<file path="src/rtl/ticket_arbiter.sv">
// ticket_arbiter: round-robin arbiter that shares one ticket counter among
// NUM_REQ requesters. The winner is shown the current count as its ticket,
// and the count advances when the winner acknowledges.
// Ports:
//   clk, reset          clock and synchronous active-high reset
//   req_i[NUM_REQ]      level requests, sampled only while idle
//   ack_i               winner accepts the presented ticket
//   clr_i               pulse: restore count, zero issued, leave lockout
//   grant_o[NUM_REQ]    registered one-hot grant
//   ticket_valid_o      a ticket is presented (|grant_o)
//   ticket_o[WIDTH]     presented ticket value
//   issued_o[WIDTH+1]   tickets issued since reset/clear
//   exhausted_o         LIMIT tickets issued; no grants until cleared
module ticket_arbiter #(
    parameter int NUM_REQ    = 4,
    parameter int WIDTH      = 8,
    parameter int INIT_VALUE = 120,
    parameter int LIMIT      = 200
) (
    input  logic               clk,
    input  logic               reset,
    input  logic [NUM_REQ-1:0] req_i,
    input  logic               ack_i,
    input  logic               clr_i,
    output logic [NUM_REQ-1:0] grant_o,
    output logic               ticket_valid_o,
    output logic [WIDTH-1:0]   ticket_o,
    output logic [WIDTH:0]     issued_o,
    output logic               exhausted_o
);

    localparam int PW = (NUM_REQ > 1) ? $clog2(NUM_REQ) : 1;

    localparam logic [1:0] S_IDLE  = 2'd0;
    localparam logic [1:0] S_GRANT = 2'd1;
    localparam logic [1:0] S_EXH   = 2'd2;

    localparam logic [WIDTH-1:0] INIT_V  = WIDTH'(INIT_VALUE);
    localparam logic [WIDTH-1:0] CNT_ONE = WIDTH'(1);
    localparam logic [WIDTH:0]   ISS_ONE = (WIDTH+1)'(1);
    localparam logic [WIDTH:0]   LIMIT_V = (WIDTH+1)'(LIMIT);
    localparam logic [NUM_REQ-1:0] OH_ONE = NUM_REQ'(1);

    logic [1:0]         state_q,  state_d;
    logic [NUM_REQ-1:0] grant_q,  grant_d;
    logic [WIDTH-1:0]   ticket_q, ticket_d;
    logic [WIDTH-1:0]   count_q,  count_d;
    logic [WIDTH:0]     issued_q, issued_d;
    logic [PW-1:0]      ptr_q,    ptr_d;
    logic [PW-1:0]      win_q,    win_d;
    logic               pend_q,   pend_d;

    logic [PW-1:0]      arb_idx;
    logic [PW-1:0]      scan_idx;
    logic               arb_hit;
    logic               clr_now;
    logic [WIDTH:0]     issued_inc;

    // Scan downward so the last hit written is the one closest to ptr_q.
    always_comb begin
        arb_idx  = '0;
        arb_hit  = 1'b0;
        scan_idx = '0;
        for (int i = NUM_REQ - 1; i >= 0; i--) begin
            scan_idx = PW'((int'(ptr_q) + i) % NUM_REQ);
            if (req_i[scan_idx]) begin
                arb_idx = scan_idx;
                arb_hit = 1'b1;
            end
        end
    end

    assign issued_inc = issued_q + ISS_ONE;
    // A clear seen during the grant is folded into the closing cycle.
    assign clr_now    = clr_i | pend_q;

    always_comb begin
        state_d  = state_q;
        grant_d  = grant_q;
        ticket_d = ticket_q;
        count_d  = count_q;
        issued_d = issued_q;
        ptr_d    = ptr_q;
        win_d    = win_q;
        pend_d   = pend_q;
        case (state_q)
            S_IDLE: begin
                if (clr_i) begin
                    count_d  = INIT_V;
                    issued_d = '0;
                end else if (arb_hit) begin
                    state_d  = S_GRANT;
                    grant_d  = OH_ONE << arb_idx;
                    ticket_d = count_q;
                    win_d    = arb_idx;
                end
            end
            S_GRANT: begin
                if (ack_i || !req_i[win_q]) begin
                    state_d  = S_IDLE;
                    grant_d  = '0;
                    ticket_d = '0;
                    pend_d   = 1'b0;
                    if (ack_i) begin
                        ptr_d = PW'((int'(win_q) + 1) % NUM_REQ);
                    end
                    if (clr_now) begin
                        count_d  = INIT_V;
                        issued_d = '0;
                    end else if (ack_i) begin
                        count_d  = count_q + CNT_ONE;
                        issued_d = issued_inc;
                        if (issued_inc == LIMIT_V) begin
                            state_d = S_EXH;
                        end
                    end
                end else if (clr_i) begin
                    pend_d = 1'b1;
                end
            end
            S_EXH: begin
                if (clr_i) begin
                    state_d  = S_IDLE;
                    count_d  = INIT_V;
                    issued_d = '0;
                end
            end
            default: begin
                state_d  = S_IDLE;
                grant_d  = '0;
                ticket_d = '0;
                pend_d   = 1'b0;
            end
        endcase
    end

    always_ff @(posedge clk) begin
        if (reset) begin
            state_q  <= S_IDLE;
            grant_q  <= '0;
            ticket_q <= '0;
            count_q  <= INIT_V;
            issued_q <= '0;
            ptr_q    <= '0;
            win_q    <= '0;
            pend_q   <= 1'b0;
        end else begin
            state_q  <= state_d;
            grant_q  <= grant_d;
            ticket_q <= ticket_d;
            count_q  <= count_d;
            issued_q <= issued_d;
            ptr_q    <= ptr_d;
            win_q    <= win_d;
            pend_q   <= pend_d;
        end
    end

    assign grant_o        = grant_q;
    assign ticket_valid_o = |grant_q;
    assign ticket_o       = ticket_q;
    assign issued_o       = issued_q;
    assign exhausted_o    = (state_q == S_EXH);

endmodule

</file>
<file path="config.mk">
export PLATFORM = sky130hd
export DESIGN_NAME = ticket_arbiter
export DESIGN_NICKNAME = d
export VERILOG_FILES = /design/src/rtl/ticket_arbiter.sv
export SDC_FILE = /design/constraint.sdc
export NUM_CORES = 1
export LEC_CHECK = 0
export ABC_CLOCK_PERIOD_IN_PS = 3140
export BUFFER_PORTS_ARGS = -buffer_cell sky130_fd_sc_hd__buf_2
export CORE_ASPECT_RATIO = 1.2
export CORE_MARGIN = 5
export CORE_UTILIZATION = 60
export DETAILED_ROUTE_END_ITERATION = 8
export HOLD_SLACK_MARGIN = 0.15
export PLACE_DENSITY_LB_ADDON = 0.08
export REMOVE_ABC_BUFFERS = 1
export SYNTH_ARGS = -nofsm -noshare
export SYNTH_HDL_FRONTEND = slang
export SYNTH_SLANG_ARGS = --single-unit
</file>
<file path="constraint.sdc">
create_clock -name clk -period 3.14 [get_ports clk]
set_clock_uncertainty 0.2 [all_clocks]
set_input_delay 0.628 -clock clk [delete_from_list [all_inputs] [get_ports clk]]
set_output_delay 0.628 -clock clk [all_outputs]
set_load 0.1 [all_outputs]
</file>
; ---- After elaboration in Yosys (flattened, before gate mapping)
; Cells that the tools add are included.
[word_totals]
register_bits = 36
out_inout_bits = 23
wordCells = 93
[classes]
n_eq_ne = 10
n_reduce_logical = 12
n_lt_le_gt_ge = 5
bitwise_logic = 4
add_sub_neg = 6
shifts = 1
mux = 47
[ops]
columns = cell, count
row1 = 2-to-1 mux 8 bit, 7
row2 = 2-to-1 mux 9 bit, 4
row3 = case mux 8 bit (3 select lines), 1
row4 = 2-to-1 mux 2 bit, 11
row5 = case mux 9 bit (2 select lines), 1
row6 = case mux 8 bit (2 select lines), 1
row7 = < comparator 2 x 3 -> 1 bit (second input constant), 5
row8 = 2-to-1 mux 4 bit, 3
row9 = case mux 4 bit (3 select lines), 1
row10 = AND reduction 4 bit, 3
row11 = 2-to-1 mux 1 bit, 11
row12 = binary-select mux 1 bit (select 2 bit), 5
row13 = adder 9 x 1 -> 9 bit (second input constant), 1
row14 = equality test 9 x 8 -> 1 bit (second input constant), 1
row15 = adder 8 x 1 -> 8 bit (second input constant), 1
row16 = inequality test 2 bit (second input constant), 4
row17 = inequality test 3 bit (second input constant), 2
row18 = case mux 2 bit (3 select lines), 1
row19 = AND reduction 3 bit, 2
row20 = adder 2 x 1 -> 2 bit (second input constant), 2
row21 = adder 2 bit (second input constant), 2
row22 = OR reduction 4 bit, 1
row23 = left shift 1 x 2 -> 4 bit (first input constant), 1
row24 = NOT 1 bit, 3
row25 = 11 further kinds, 11

; ---- Longest topological paths before layout
[depth]
word_depth = 11
ltp_mapped = 6
mapped_depth_nobuf = 6

; ---- Worst setup path after synthesis
; No wires, ideal clock.
[synth_path]
kind = reg-to-reg
start = register issued_q[0], in the netlist issued_o[0]
end = register state_q[1]
arrival_time_ns = 2.401
setup_slack_ns = 0.468
n_path_buf = 0
stages_incl_launch_ff = 7
required_time_ns = 2.870
path_cell_list = dfxtp_1 ha_1 nand3_1 nor2_1 xnor2_1 or4_1 o2bb2ai_1
[synth_via]
elab_chain_len = 7
[synth_lines]
columns = item, line
row1 = start: declaration, 48  ; logic [WIDTH:0] issued_q, issued_d;
row2 = start signal: assignment, 152  ; issued_q <= issued_d;
row3 = adder 9 x 1 -> 9 bit, 73  ; assign issued_inc = issued_q + ISS_ONE;
row4 = equality test 9 x 8 -> 1 bit, 113  ; if (issued_inc == LIMIT_V) begin
row5 = 2-to-1 mux 2 bit, 113
row6 = 2-to-1 mux 2 bit, 110  ; end else if (ack_i) begin
row7 = 2-to-1 mux 2 bit, 107  ; if (clr_now) begin
row8 = 2-to-1 mux 2 bit, 99  ; if (ack_i || !req_i[win_q]) begin
row9 = case mux 2 bit (3 select lines), 86  ; case (state_q)
row10 = end signal: assignment, 148  ; state_q <= state_d;
row11 = end: declaration, 44  ; logic [1:0] state_q, state_d;
; No other way between the ends. The select of a mux whose other input is x is not followed.
; A chain may end at the register's enable or synchronous reset.

; ---- Worst setup path in the final report
[layout_path]
start = register state_q[1]
end = output port exhausted_o
[layout_via]
elab_chain_len = 1
[layout_lines]
columns = item, line
row1 = equality test 2 bit, 163  ; assign exhausted_o = (state_q == S_EXH);
row2 = end: declaration, 29  ; output logic exhausted_o
; No other way between the ends.

==> results.md <==
* Post-CTS Repair Setup Buffers at 0
* Setup Crit Path Kind: reg2out
* Status: complete, no violations
* Switch Pwr at about 0.33 mW
* Hold-fix buffers, CTS at 0
* Drt wl/cell at between 10 and 15 um
* Clock sinks at 36
* Comb pwr share at 0.199
* Startpoint Class: flop
* Via count at about 1,700
* Synth Register Bits at 36
* Static leakage at ~0.84 nW
* Tmin final at between 2 and 2.5 ns
* Internal power at 0.685 mW
* All-layer global routing usage at 0.219
* Syn. warnings at 0
* Number of I/O port buffers at 30
* Io pins at 31
* Main synth FF type: dfxtp_1
* CTS tree: built
* Core ar. at about 3000 um2
* Cells after Synth at about 230
* Sw Ratio at 0.325
* Total CTS buffers at 5
* Area Overhead vs Synth at 12.0%
* Starting Density at 0.615
* Normalized max-slew margin at 0.570
* Vias in the first global route at about 1,600
* Pwr Total at just over 1 mW
* Number of synthesized flops with an enable pin at 0
* GP Congestion at 0.850
* Register area share after synthesis at 0.387
* Clock power share at 0.322
* Setup Viol. Count Final at 0
* Pre-Repair DR Iteration Count at 4
* Clk slew on worst S/H paths at 0.11 ns
* Max cap viols at 0
* Post-cts sizing count at 0
* Hold Fails Final Rpt at 0
* Nets at about 270
* Crit path max fanout at 5
* Peak supply drop at 0.450 mV
* Post-synthesis cell area at ~1900 um2
* Count of different cell masters after synthesis at 45
* Largest net degree at the start of global routing at 35
* Max Fclk at 426 MHz
* Clock Path Buffers at 2
* Layout cells sized above 1 at 0.188
* Syn Area/Cell at about 8 um2
* H-tree depth at 2
* Tightest Pin Transition at 0.645 ns
* # rows at 22
* Clock root buffer: clkbuf_4
* Worst Hold Class: reg2reg
* DRC at 0
* Dpl ws at just under 0.8 ns
* Die height at approximately 71 um
* Ys async rst share at 0
* Post-DP HPWL at 2.97 mm
* Grt total ovfl at 0
* # diodes at 0
* WL final at ~4.2 mm
* DIE WIDTH at approximately 60 um
* Setup TNS at 0 ns
* RSZ-0062 raised after global routing: no
* Tcrit/Tclk final at 0.747
* Setup WS post-layout at 0.793 ns
* DIE AREA at around 4300 um2
* Fin. max-slew vios at 0
* Number of vias per cell at about 6
* Seq pwr share at 0.479
* Crit path capture type: output port
* Power per cell area at a little under 500 nW/um2
* Worst-Skew Late Latency at around 0.35 ns
* Routed Antenna Nets at 0
* First-pass GRT wire length at roughly 7.3 mm
* Initial antenna violation count at 0
* DR iter-0 viols at 111
* Critical Path AT at between 1.5 and 2 ns
* CP required at roughly 2.3 ns
power by group through the flow:
stage	Sequential, mW	Clock, mW	Combinational, mW
2_1_floorplan	0.558	0	0.0925
3_3_place_gp	0.495	0	0.200
3_5_place_dp	0.496	0	0.200
4_1_cts	0.486	0.334	0.202
5_1_grt	0.488	0.356	0.215
6_report	0.485	0.327	0.201
metal layers:
| layer | vias up | wire length (um) | global-route usage |
|---|---|---|---|
| li1 | 886 | - | - |
| met1 | 808 | 1920 | 0.281 |
| met2 | 48 | 2020 | 0.348 |
| met3 | 6 | 215 | 0.0566 |
| met4 | 0 | 68 | 0.0819 |
| met5 | - | 0 | 0 |
logic make-up after synthesis:
| group | share of synthesized area |
|---|---|
| buffers and inverters | 0.0504 |
| muxes | 0.0336 |
| and+or+nand+nor | 0.253 |
| DFF | 0.387 |
| adders and majority gates | 0.0202 |
| AOI/OAI and AO/OA | 0.237 |
| xor gates and xnor gates | 0.0188 |
worst paths after layout:
check / startpoint / endpoint / slack (ns) / depth (start not counted)
max: state_q[1]$_SDFFE_PP0P_ / exhausted_o / 0.79 / 3
min: ticket_o[7]$_SDFFE_PP0P_ / ticket_o[7]$_SDFFE_PP0P_ / 0.26 / 2
max reg2reg: state_q[0]$_SDFFE_PP0P_ / count_q[5]$_SDFFE_PP1P_ / 0.80 / 6
min reg2reg: ticket_o[7]$_SDFFE_PP0P_ / ticket_o[7]$_SDFFE_PP0P_ / 0.26 / 2
stage by stage:
stage	utilization	area (um2)	cells	hold slack (ns)
after detailed placement	0.662	2000	283	0.243
final	0.688	2080	291	0.257
after floorplan	-	1790	215	0.242
after CTS	0.688	2080	291	0.259
after global routing	0.688	2080	291	0.282
after global placement	0.662	2000	283	0.238
cell usage after synthesis, types with 2 or more instances:
cell	instances	area share
a211oi_1	3	0.012
a21oi_1	31	0.083
a221o_1	2	0.011
a311oi_1	4	0.019
and2_1	2	0.0067
and3_1	3	0.010
buf_2	3	0.0081
buf_6	2	0.012
clkbuf_1	6	0.012
dfxtp_1	36	0.39
ha_1	3	0.020
inv_1	7	0.014
mux2i_1	4	0.022
nand2_1	26	0.052
nand3_1	20	0.054
nand4_1	3	0.010
nand4b_1	3	0.014
nor2_1	16	0.032
nor3_1	11	0.030
nor4_1	2	0.0067
o21a_1	2	0.0081
o21ai_0	10	0.027
o31ai_1	2	0.0081
or3_1	2	0.0067
or4_1	2	0.0081
xnor2_1	2	0.0094
xor2_1	2	0.0094
flip-flops by register name (all words and copies together) (netlist names):
name / count
win_q: 2
ptr_q: 2
ticket_o: 8
pend_q: 1
issued_o: 9
count_q: 8
grant_o: 4
state_q: 2
worst max-delay path: stages (launching register included):
cell     delay, ns
dfxtp_1       0.42
inv_1         0.16
nor2_1        0.16
buf_2         0.45
layout by cell type, fill, tap and decap left out, types with 5 or more instances in the layout:
cell type / n
dfxtp_1: 36
a21oi_1: 31
buf_2: 30
nand2_1: 26
nand3_1: 20
nor2_1: 16
nor3_1: 11
o21ai_0: 10
inv_1: 7
clkbuf_4: 5
layout make-up:
cell class | count | area [um2]
Multi-Input combinational cell | 172 | 1050
Fill cell | 277 | 943
Sequential cell | 36 | 721
Timing Repair Buffer | 32 | 165
Tap cell | 36 | 45.0
Clock inverter | 3 | 42.5
Clock buffer | 5 | 37.5
Inverter | 7 | 26.3
(Power assumes the default switching activity.)
